File: config.mk
export PLATFORM = sky130hd
export DESIGN_NAME = trigger_arm_ctrl
export DESIGN_NICKNAME = d
export VERILOG_FILES = /design/src/rtl/trigger_arm_ctrl.sv
export SDC_FILE = /design/constraint.sdc
export NUM_CORES = 1
export LEC_CHECK = 0
export CAP_MARGIN = 25
export CORE_ASPECT_RATIO = 0.5
export CORE_MARGIN = 5
export CORE_UTILIZATION = 40
export DETAILED_ROUTE_END_ITERATION = 6
export HOLD_SLACK_MARGIN = 0.02
export PLACE_DENSITY = 0.69
export SETUP_SLACK_MARGIN = 0.3
export SYNTH_ARGS = -nofsm -noshare
export SYNTH_HDL_FRONTEND = slang
export SYNTH_SLANG_ARGS = --single-unit
File: constraint.sdc
create_clock -name clk -period 2.2 [get_ports clk]
set_input_delay 0.44 -clock clk [delete_from_list [all_inputs] [get_ports clk]]
set_output_delay 0.44 -clock clk [all_outputs]
set_load 0.03 [all_outputs]
File: src/rtl/trigger_arm_ctrl.sv
// ============================================================================
// Module      : trigger_arm_ctrl
// Description : Oscilloscope-style trigger arming controller. Accepts ASCII
//               command bytes (arm continuous / arm single / disarm / force),
//               qualifies per-channel trigger requests through a channel mask,
//               then sequences a post-trigger capture window and an optional
//               re-arm holdoff.
//               Optional feature macro: TRIGGER_EDGE_DETECT_EN
//                 defined   -> channel triggers are rising-edge qualified
//                 undefined -> channel triggers are level sensitive
// Revision    : 1.0 - initial release
// ============================================================================
`default_nettype none

module trigger_arm_ctrl #(
  parameter int NUM_CH = 4,
  parameter int POST_W = 16,
  parameter int HOLD_W = 16,
  parameter int CNT_W  = 16,
  localparam int CH_W  = (NUM_CH > 1) ? $clog2(NUM_CH) : 1
) (
  input  logic              clk,
  input  logic              rst_n,
  input  logic [7:0]        cmd,
  input  logic              cmd_valid,
  input  logic [NUM_CH-1:0] ch_trig,
  input  logic [NUM_CH-1:0] ch_mask,
  input  logic [POST_W-1:0] post_count,
  input  logic [HOLD_W-1:0] holdoff_cycles,
  output logic              trigger_armed,
  output logic              trigger_fire,
  output logic [CH_W-1:0]   trigger_ch,
  output logic              forced,
  output logic              capturing,
  output logic              done,
  output logic [CNT_W-1:0]  fire_count
);

  // Command byte encodings (ASCII)
  localparam logic [7:0] C_CMD_ARM_CONT   = 8'd65;  // 'A'
  localparam logic [7:0] C_CMD_ARM_SINGLE = 8'd83;  // 'S'
  localparam logic [7:0] C_CMD_DISARM     = 8'd97;  // 'a'
  localparam logic [7:0] C_CMD_FORCE      = 8'd70;  // 'F'

  typedef enum logic [1:0] {
    S_IDLE    = 2'd0,
    S_ARMED   = 2'd1,
    S_POST    = 2'd2,
    S_HOLDOFF = 2'd3
  } state_t;

  state_t              state_q, state_d;
  logic                mode_single_q, mode_single_d;
  logic                disarm_pend_q, disarm_pend_d;
  logic [POST_W-1:0]   post_cnt_q, post_cnt_d;
  logic [HOLD_W-1:0]   hold_cnt_q, hold_cnt_d;
  logic [CNT_W-1:0]    fire_count_q, fire_count_d;
  logic [CH_W-1:0]     trig_ch_q, trig_ch_d;
  logic                forced_q, forced_d;
  logic                fire_q, fire_d;
  logic                done_q, done_d;
  logic                armed_q, armed_d;
  logic                capturing_q, capturing_d;

  logic                cmd_arm_cont;
  logic                cmd_arm_single;
  logic                cmd_disarm;
  logic                cmd_force;
  logic [NUM_CH-1:0]   ch_qual;
  logic [NUM_CH-1:0]   ch_hit;
  logic                any_ch_hit;
  logic [CH_W-1:0]     hit_idx;

  // Decode the command byte; nothing is acted on without cmd_valid
  always_comb begin
    cmd_arm_cont   = cmd_valid && (cmd == C_CMD_ARM_CONT);
    cmd_arm_single = cmd_valid && (cmd == C_CMD_ARM_SINGLE);
    cmd_disarm     = cmd_valid && (cmd == C_CMD_DISARM);
    cmd_force      = cmd_valid && (cmd == C_CMD_FORCE);
  end

`ifdef TRIGGER_EDGE_DETECT_EN
  logic [NUM_CH-1:0] ch_prev_q, ch_prev_d;

  // Rising-edge qualification; history tracks the input in every state so a
  // level already high when arming does not look like a new edge
  always_comb begin
    ch_prev_d = ch_trig;
    ch_qual   = ch_trig & ~ch_prev_q;
  end

  // Trigger history register
  always_ff @(posedge clk or negedge rst_n) begin
    if (!rst_n) begin
      ch_prev_q <= '0;
    end else begin
      ch_prev_q <= ch_prev_d;
    end
  end
`else
  // Level-sensitive qualification: a held request fires on every arm
  always_comb begin
    ch_qual = ch_trig;
  end
`endif

  // Mask the qualified requests and pick the lowest-index active channel
  always_comb begin
    ch_hit     = ch_qual & ch_mask;
    any_ch_hit = |ch_hit;
    hit_idx    = '0;
    for (int i = NUM_CH - 1; i >= 0; i--) begin
      if (ch_hit[i]) begin
        hit_idx = CH_W'(i);
      end
    end
  end

  // Next-state and registered-output computation
  always_comb begin
    state_d       = state_q;
    mode_single_d = mode_single_q;
    disarm_pend_d = disarm_pend_q;
    post_cnt_d    = post_cnt_q;
    hold_cnt_d    = hold_cnt_q;
    fire_count_d  = fire_count_q;
    trig_ch_d     = trig_ch_q;
    forced_d      = forced_q;
    fire_d        = 1'b0;
    done_d        = 1'b0;

    case (state_q)
      S_IDLE: begin
        if (cmd_arm_cont || cmd_arm_single) begin
          state_d       = S_ARMED;
          mode_single_d = cmd_arm_single;
          fire_count_d  = '0;
          disarm_pend_d = 1'b0;
        end
      end

      S_ARMED: begin
        // Disarm has priority over any same-cycle hit
        if (cmd_disarm) begin
          state_d = S_IDLE;
        end else if (any_ch_hit || cmd_force) begin
          state_d      = S_POST;
          fire_d       = 1'b1;
          fire_count_d = fire_count_q + CNT_W'(1);
          post_cnt_d   = post_count;
          // A real channel hit is reported even if force arrived with it
          trig_ch_d    = any_ch_hit ? hit_idx : '0;
          forced_d     = !any_ch_hit;
        end
      end

      S_POST: begin
        // Disarm during capture is deferred so the window completes
        if (cmd_disarm) begin
          disarm_pend_d = 1'b1;
        end
        if (post_cnt_q == '0) begin
          if (mode_single_q || disarm_pend_q || cmd_disarm) begin
            state_d = S_IDLE;
            done_d  = mode_single_q;
          end else if (holdoff_cycles == '0) begin
            state_d = S_ARMED;
          end else begin
            state_d    = S_HOLDOFF;
            hold_cnt_d = holdoff_cycles;
          end
        end else begin
          post_cnt_d = post_cnt_q - POST_W'(1);
        end
      end

      S_HOLDOFF: begin
        // Counter enters at holdoff_cycles (>=1) and leaves on reaching 1
        if (cmd_disarm) begin
          state_d = S_IDLE;
        end else if (hold_cnt_q <= HOLD_W'(1)) begin
          state_d    = S_ARMED;
          hold_cnt_d = '0;
        end else begin
          hold_cnt_d = hold_cnt_q - HOLD_W'(1);
        end
      end

      default: begin
        state_d = S_IDLE;
      end
    endcase

    armed_d     = (state_d == S_ARMED);
    capturing_d = (state_d == S_POST);
  end

  // State and output registers
  always_ff @(posedge clk or negedge rst_n) begin
    if (!rst_n) begin
      state_q       <= S_IDLE;
      mode_single_q <= 1'b0;
      disarm_pend_q <= 1'b0;
      post_cnt_q    <= '0;
      hold_cnt_q    <= '0;
      fire_count_q  <= '0;
      trig_ch_q     <= '0;
      forced_q      <= 1'b0;
      fire_q        <= 1'b0;
      done_q        <= 1'b0;
      armed_q       <= 1'b0;
      capturing_q   <= 1'b0;
    end else begin
      state_q       <= state_d;
      mode_single_q <= mode_single_d;
      disarm_pend_q <= disarm_pend_d;
      post_cnt_q    <= post_cnt_d;
      hold_cnt_q    <= hold_cnt_d;
      fire_count_q  <= fire_count_d;
      trig_ch_q     <= trig_ch_d;
      forced_q      <= forced_d;
      fire_q        <= fire_d;
      done_q        <= done_d;
      armed_q       <= armed_d;
      capturing_q   <= capturing_d;
    end
  end

  assign trigger_armed = armed_q;
  assign trigger_fire  = fire_q;
  assign trigger_ch    = trig_ch_q;
  assign forced        = forced_q;
  assign capturing     = capturing_q;
  assign done          = done_q;
  assign fire_count    = fire_count_q;

endmodule

`default_nettype wire

# [After elaboration in Yosys (flattened, before gate mapping)]
# Cells that the tools add are included.
[totals] in_bits=51 elab_cells=96 output_inout_bits=23 ff_bits=59
[op_classes] magnitude_cmp=1 addsub=3 reduce_logical=23 muxes=37 eq_ne=18 n_bitwise=2
[op_table] op="two-way mux 16 bit" n=11
[op_table] op="one-hot mux 16 bit (2 select lines)" n=3
[op_table] op="== test 8 x 7 -> 1 bit (second input constant)" n=4
[op_table] op="logical NOT 16 bit" n=2
[op_table] op="subtractor 16 x 1 -> 16 bit (second input constant)" n=2
[op_table] op="two-way mux 2 bit" n=13
[op_table] op="inequality test 2 bit (second input constant)" n=9
[op_table] op="adder 16 x 1 -> 16 bit (second input constant)" n=1
[op_table] op="less-or-equal comparator 16 x 1 -> 1 bit (second input constant)" n=1
[op_table] op="two-way mux 1 bit" n=8
[op_table] op="one-hot mux 2 bit (4 select lines)" n=1
[op_table] op="AND reduction 4 bit" n=2
[op_table] op="nonzero test 2 bit" n=4
[op_table] op="== test 2 bit (second input constant)" n=3
[op_table] op="AND reduction 3 bit" n=2
[op_table] op="AND reduction 5 bit" n=1
[op_table] op="AND 4 bit" n=1
[op_table] op="== test 2 x 1 -> 1 bit (second input constant)" n=2
[op_table] op="logical AND 1 bit" n=4
[op_table] op="logical OR 1 bit" n=4
[op_table] op="OR reduction 4 bit" n=1
[op_table] op="logical NOT 2 bit" n=1
[op_table] op="one-hot mux 1 bit (2 select lines)" n=1
[op_table] op="AND reduction 2 bit" n=1
[op_table] op="2 further kinds" n=2

# [Longest topological paths before layout]
# Gate-level depths: netlist of the first run.
[logic_depth] depth_word=7 depth_mapped=10

# [Worst setup path before layout of the first run]
# OpenSTA, ideal clock, no wires.
[synth_path] path_type="flip-flop to flip-flop" from="register post_cnt_q[0]" to="register post_cnt_q[12]" t_arrival_ns=2.088 stages_incl_launch_ff=9 path_buffers=1 required_time_ns=2.079 setup_time_ns=0.121 setup_slack_ns=-0.009 path_cell_list="dfrtp_1 inv_1 ha_1 or4b_1 or3_1 clkbuf_1 nor3b_1 a31oi_1 o22a_1"
[synth_via] elab_chain_cells=3
[synth_rtl] element="from (decl)" line="55" rtl="logic [POST_W-1:0] post_cnt_q, post_cnt_d;"
[synth_rtl] element="from (signal assigned)" line="217" rtl="post_cnt_q <= post_cnt_d;"
[synth_rtl] element="subtractor 16 x 1 -> 16 bit / logical NOT 16 bit (equally long branches)" line="173, 162"
[synth_rtl] element="two-way mux 16 bit / inequality test 2 bit (equally long branches)"
[synth_rtl] element="one-hot mux 16 bit (2 select lines) / AND reduction 4 bit (equally long branches)"
# Several ways; a longest one is shown, not always the timed one. The select of a mux whose other input is x is not followed.
# A chain may end at the register's enable or synchronous reset.

# [Final worst setup path of the first run]
[layout_path] from="register hold_cnt_q[8]" to="register hold_cnt_q[6]"
[layout_via] elab_chain_cells=4
[layout_rtl] element="from (decl)" line="56" rtl="logic [HOLD_W-1:0] hold_cnt_q, hold_cnt_d;"
[layout_rtl] element="from (signal assigned)" line="218" rtl="hold_cnt_q <= hold_cnt_d;"
[layout_rtl] element="less-or-equal comparator 16 x 1 -> 1 bit" line="181" rtl="end else if (hold_cnt_q <= HOLD_W'(1)) begin"
[layout_rtl] element="two-way mux 16 bit" line="181"
[layout_rtl] element="two-way mux 16 bit" line="179" rtl="if (cmd_disarm) begin"
[layout_rtl] element="one-hot mux 16 bit (2 select lines)" line="132" rtl="case (state_q)"
# No other way between the ends. The select of a mux whose other input is x is not followed.

==> results of run 1 <==
## metrics by stage
step	instances	utilization (%)	setup WS, ns	hold WS (ns)	power (µW)
final	704	71.3	0.0647	0.0648	4620
after floorplan	409	-	0.0917	0.144	2340
after detailed placement	642	58.5	-0.411	0.418	2830
after global routing	704	71.3	-0.0309	0.0873	4870
after global placement	642	58.5	-0.334	0.403	2800
after CTS	685	66.9	0.105	0.0652	4400
## Yosys cell counts (4+ instances only)
library cell  number  area (µm²)
o2bb2ai_1          8        70.1
a22o_1             4        35.0
clkbuf_1          13        48.8
nor2_1            19        71.3
a21oi_1           24         120
o31ai_1           11        82.6
nor4_1            15        93.8
or3_1             10        62.6
nand3_1           11        55.1
and4_1             5        43.8
ha_1               4        50.1
or4_1             10        75.1
inv_1             23        86.3
o22ai_1           16         100
buf_2              6        30.0
a211oi_1          11        82.6
a22oi_1           18         135
nand2_1           23        86.3
a32oi_1            4        35.0
nor3_1            15        75.1
a221oi_1           4        35.0
dfrtp_1           59        1480
o21ai_0           30         150
## power by group through the flow
stage               clock (µW)  sequential, µW  combinational, µW
CTS                       1290            1680               1430
detailed placement           0            1660               1170
finish                    1280            1710               1630
global placement             0            1660               1150
global route              1350            1750               1770
floorplan                    0            1600                742
## registers in the layout (all words and copies together), names as in the netlist
register and flops:
fire_count 16, hold_cnt_q 16, post_cnt_q 16, state_q 2
trigger_ch 2, capturing 1, disarm_pend_q 1, done 1
forced 1, mode_single_q 1, trigger_armed 1, trigger_fire 1
## area by class of cell
cell class	instances	area share, %
multi-input combinational	303	39.4
timing repair buffer	186	28.8
sequential	59	23.6
clock buffer	15	4.25
tap	117	2.33
inverter	24	1.63
## cell families after synthesis
family	after synthesis
compound gates	158
flops	59
xor+xnor	1
simple gates	140
buf+inv	47
fa+ha+maj	4
## metal layers
metal / vias up / routed length (µm) / part of all wire, % / GRT usage (%)
met2: 168 / 6520 / 50 / 36.5
met5: - / 0 / 0 / 0
met1: 2103 / 5490 / 42 / 28.6
met3: 26 / 859 / 6.6 / 5.59
li1: 1960 / - / - / -
met4: 0 / 228 / 1.7 / 6.52
## path summary, 6_finish.rpt
kind,cells after the start,from,slack (ns),endpoint
hold reg to reg,1,trigger_ch[0],0.48,trigger_ch[0]
min in group clk,3,cmd[4],0.44,mode_single_q
hold / removal,1,rst_n,0.06,post_cnt_q[7]
max in group asynchronous,3,rst_n,1.46,fire_count[3]
setup / recovery,7,hold_cnt_q[8],0.06,hold_cnt_q[6]
setup reg to reg,7,hold_cnt_q[8],0.06,hold_cnt_q[6]
## what timing repair did
| item | in CTS | in global routing |
|---|---|---|
| pin swaps | 38 | 42 |
| endpoints found under the setup margin | 61 | 61 |
| gates cloned | 3 | 2 |
| gates resized for setup | 97 | 60 |
| buffers inserted | 25 | 17 |
==> qor.yml, run 1 <==
status: "finished with violations"
violations: "DRC"
slowest_stage: "or4_4"
fp.dieArea_mm2: 0.0113
cts-hold-fix-buffers: 0
ys_seq_area_share_pct: 40.3
path_class: "flop to flop"
combPwrFrac_pct: 35.3
io-pin-count: 74
antenna_found_initial: 0
cts_root_buffer: "clkbuf_16"
path_max_fanout: 5
ys_warn_count: 0
drive_gt1_share_pct: 39.7
layout_common_cells: "buf_4, dfrtp_1, clkdlybuf4s50_1, buf_6, nand2_1"
synth_top_family_by_area: "compound AO/OA/AOI/OAI gates"
grt_pass1_vias: 4127
fin_area_mm2: 0.00630
port-buffer-count: 73
finalWeightedCongestion: 0.826
grt_max_degree: 33
overflow: 0
n_antenna_cell: 0
core_mm2: 0.00883
synth_area_mm2: 0.00366
crit_chain: "or4_4 > nor4b_4 > buf_4 > clkbuf_16 > a211oi_1 > o31ai_1 > o21ai_1"
synth_fp_nets: 464
grt_util_all_layers_pct: 21.9
fmax_ghz: 0.468
synthMuxAreaShare_pct: 0
cp-end-kind: "flop"
layout_commonest_cell: "buf_4"
p_seq_share_pct: 37.0
die_x_um: 145
synth_simple_gate_area_share_pct: 22.8
initial_core_util_pct: 41.5
clock_latency_ns: 0.33
routed_via_density: 6.05
netlist_instances: 409
numCtsBuffers: 9
synth_cell_types: 63
dp_hpwl_um: 8290
drc: 1
finalSetupViolCount: 0
wl_um: 13100
path_clk_slew_ns: 0.05
drt_iter0_drc: 303
drv_slew: 0
multi_input_area_mm2: 0.00248
dpl_cell_area_mm2: 0.00517
min_path_type: "primary input to asynchronous set/reset pin"
wire_per_inst_um: 18.6
htree_levels: 3
maxCapViolCount: 0
postSynthAreaPerCell_um2: 8.95
ys.flop_type: "dfrtp_1"
synthToLayoutAreaGrowth_pct: 71.9
synth_xor_area_share_pct: 0.239
synth_seq_cells: 59
clock-sinks: 59
layout_min_cycle_time_ns: 2.14
setup_tns_ns: 0
post-route-period-util_pct: 97.1
synth_compound_area_share_pct: 29.8
rows: 24
fin_nets: 638
async_flop_share_pct: 100
leakagePower_uw: 0.00268
synth_fa_ha_area_share_pct: 1.37
worst_setup_path_start_kind: "flop"
rsz0062_at_grt: "true"
fp.dieH_um: 77.7
arrival_ns: 2.33
critPathMaxStageDelay_ns: 0.58
tightest_slew_ns: 0.474
hold_violations: 0
vdd_drop_max_v: 0.000406
synth_edf_count: 0
fillerInstances: 641
swShare_pct: 34.2
grt_pass1_wl_um: 20600
power_frac_clock_pct: 27.7
switching_power_uw: 1580
routed-via-count: 4257
clock_path_buffers: 2
cp_top_family: "simple AND/OR/NAND/NOR gates"
seq_area_mm2: 0.00148
relSlewSlack_pct: 68.4
firstDrtPassIters: 7
ant_nets: 0
cp_num_buf_inv: 2
clock_skew_ns: 0.00473
cp.required_ns: 2.40
cell_internal_pwr_uw: 3040
cts_tree: "yes"
p_per_area_mw_per_mm2: 733
Note: power is estimated with default switching activity, not from simulation.
==> inputs of run 2 (changes only) <==
Settings changed: CORE_MARGIN 5 to unset, SKIP_LAST_GASP set to 1.
==> qor.yml, run 2 (same netlist as run 1, synthesis figures left out) <==
drv_slew: 0
rows: 24
port-buffer-count: 73
tightest_slew_ns: 0.458
drive_gt1_share_pct: 37.3
antenna_found_initial: 0
r2r_slack_ns: 0.12
clock_skew_ns: 0.00762
cp.required_ns: 2.45
arrival_ns: 2.33
overflow: 0
htree_levels: 3
rsz0062_at_grt: "true"
post-route-period-util_pct: 94.5
clock_latency_ns: 0.34
wl_um: 12100
fin_nets: 632
cp_num_buf_inv: 1
status: "complete, no violations"
wire_per_inst_um: 17.3
drc: 0
p_total_uw: 4500
ant_nets: 0
clock-sinks: 59
startpoint: "state_q[1]"
numCtsBuffers: 9
fmax_ghz: 0.481
firstDrtPassIters: 5
maxCapViolCount: 0
dpl_cell_area_mm2: 0.00516
layout_min_cycle_time_ns: 2.08
cp.depth: 6
cp_top_family: "simple AND/OR/NAND/NOR gates"
finalWeightedCongestion: 0.862
p_per_area_mw_per_mm2: 737
critPathCapture: "fire_count[5]"
worst_setup_path_start_kind: "flop"
relSlewSlack_pct: 69.2
timing.rr.end: "fire_count[5]"
grt_pass1_wl_um: 19300
whs_ns: 0.102
grt_util_all_layers_pct: 26.0
grt_pass1_vias: 3916
io-pin-count: 74
multi_input_area_mm2: 0.00241
setup_tns_ns: 0
finalSetupViolCount: 0
fillerInstances: 661
path_class: "flop to flop"
timing.rr.start: "state_q[1]"
drt_iter0_drc: 327
fp.dieArea_mm2: 0.00957
reg2reg_depth: 6
cts_root_buffer: "clkbuf_16"
dp_hpwl_um: 7800
path_max_fanout: 7
routed-via-count: 4181
hold_violations: 0
n_antenna_cell: 0
critPathMaxStageDelay_ns: 0.48
cts_tree: "yes"
routed_via_density: 5.98
cp-end-kind: "flop"
initial_core_util_pct: 41.6
slowest_stage: "or4_4"
leakagePower_uw: 0.00260
core_mm2: 0.00880
vdd_drop_max_v: 0.000532
die_x_um: 137
min_path_type: "primary input to asynchronous set/reset pin"
seq_area_mm2: 0.00149
clock_path_buffers: 2
grt_max_degree: 60
layout_common_cells: "buf_4, dfrtp_1, clkdlybuf4s50_1, nand2_1, buf_6"
path_clk_slew_ns: 0.05
fin_area_mm2: 0.00611
fp.dieH_um: 69.7
synthToLayoutAreaGrowth_pct: 66.8
crit_chain: "nor4_4 > nand4_2 > a32o_2 > buf_6 > or4_4 > a21oi_2"
layout_commonest_cell: "buf_4"
## run 2: cell types whose count changed in the layout (fill, tap and decap cells not counted), moves of 3 or more
cell | before | now
a211oi_1 | 8 | 3
a211oi_2 | 2 | 7
a22oi_1 | 13 | 17
a22oi_2 | 5 | 1
buf_6 | 24 | 21
o22ai_1 | 12 | 16
o22ai_2 | 3 | 0
o2bb2ai_1 | 2 | 8
o2bb2ai_2 | 6 | 0
## run 2: stage by stage
stage	std cells	utilization [%]	setup WS, ns
after floorplan	409	-	0.0917
after global placement	641	58.6	-0.346
after detailed placement	641	58.6	-0.380
after CTS	687	66.2	0.122
after global routing	699	69.4	0.0286
final	699	69.4	0.120
## run 2: power by group
group | leakage [µW] | internal [µW] | switching, µW
Sequential | 0.000742 | 1350 | 315
Combinational | 0.00172 | 784 | 719
Clock | 0.000143 | 850 | 488
## run 2: how the worst min path moves through the flow
| stage | cells after the start | slack [ns] | to | startpoint |
|---|---|---|---|---|
| after floorplan | 0 | 0.14 | capturing | rst_n |
| after detailed placement | 2 | 0.47 | hold_cnt_q[13] | rst_n |
| final | 2 | 0.10 | hold_cnt_q[12] | rst_n |
| after global placement | 2 | 0.47 | hold_cnt_q[13] | rst_n |
| after CTS | 2 | 0.11 | hold_cnt_q[12] | rst_n |
| after global routing | 2 | 0.12 | hold_cnt_q[12] | rst_n |
## run 2: metal layers
layer  GRT usage (%)  part of all wire, %  vias to the layer above
met1            34.2                   44                     2069
met4            7.57                  1.3                        0
met3            6.07                  5.9                       18
met2            42.5                   48                      152
li1                -                    -                     1942
met5               0                    0                        -
## run 2: worst register-to-register path, cell delays in order, from the launching register on
cell	delay (ns)
dfrtp_2	0.43
nor4_4	0.33
nand4_2	0.15
a32o_2	0.30
buf_6	0.15
or4_4	0.49
a21oi_2	0.15
## run 2: area by class of cell
class | instances | share of cell area, %
sequential | 59 | 24.3
multi-input combinational | 303 | 39.4
inverter | 24 | 1.56
tap | 117 | 2.40
clock inverter | 2 | 0.164
timing repair buffer | 180 | 27.7
clock buffer | 14 | 4.49
## run 2: repair_timing
item	CTS	global route
pin swaps	41	43
hold buffers	0	0
cloned	2	0
resized for setup	71	53
endpoints found under the setup margin	60	56
buffers inserted	28	12
hold endpoints to repair	0	0
==> inputs of run 3 (changes only) <==
Settings changed: ABC_AREA set to 0.
==> results of run 3 <==
Same layout as run 2: the final DEF is identical, and so are final timing and power.
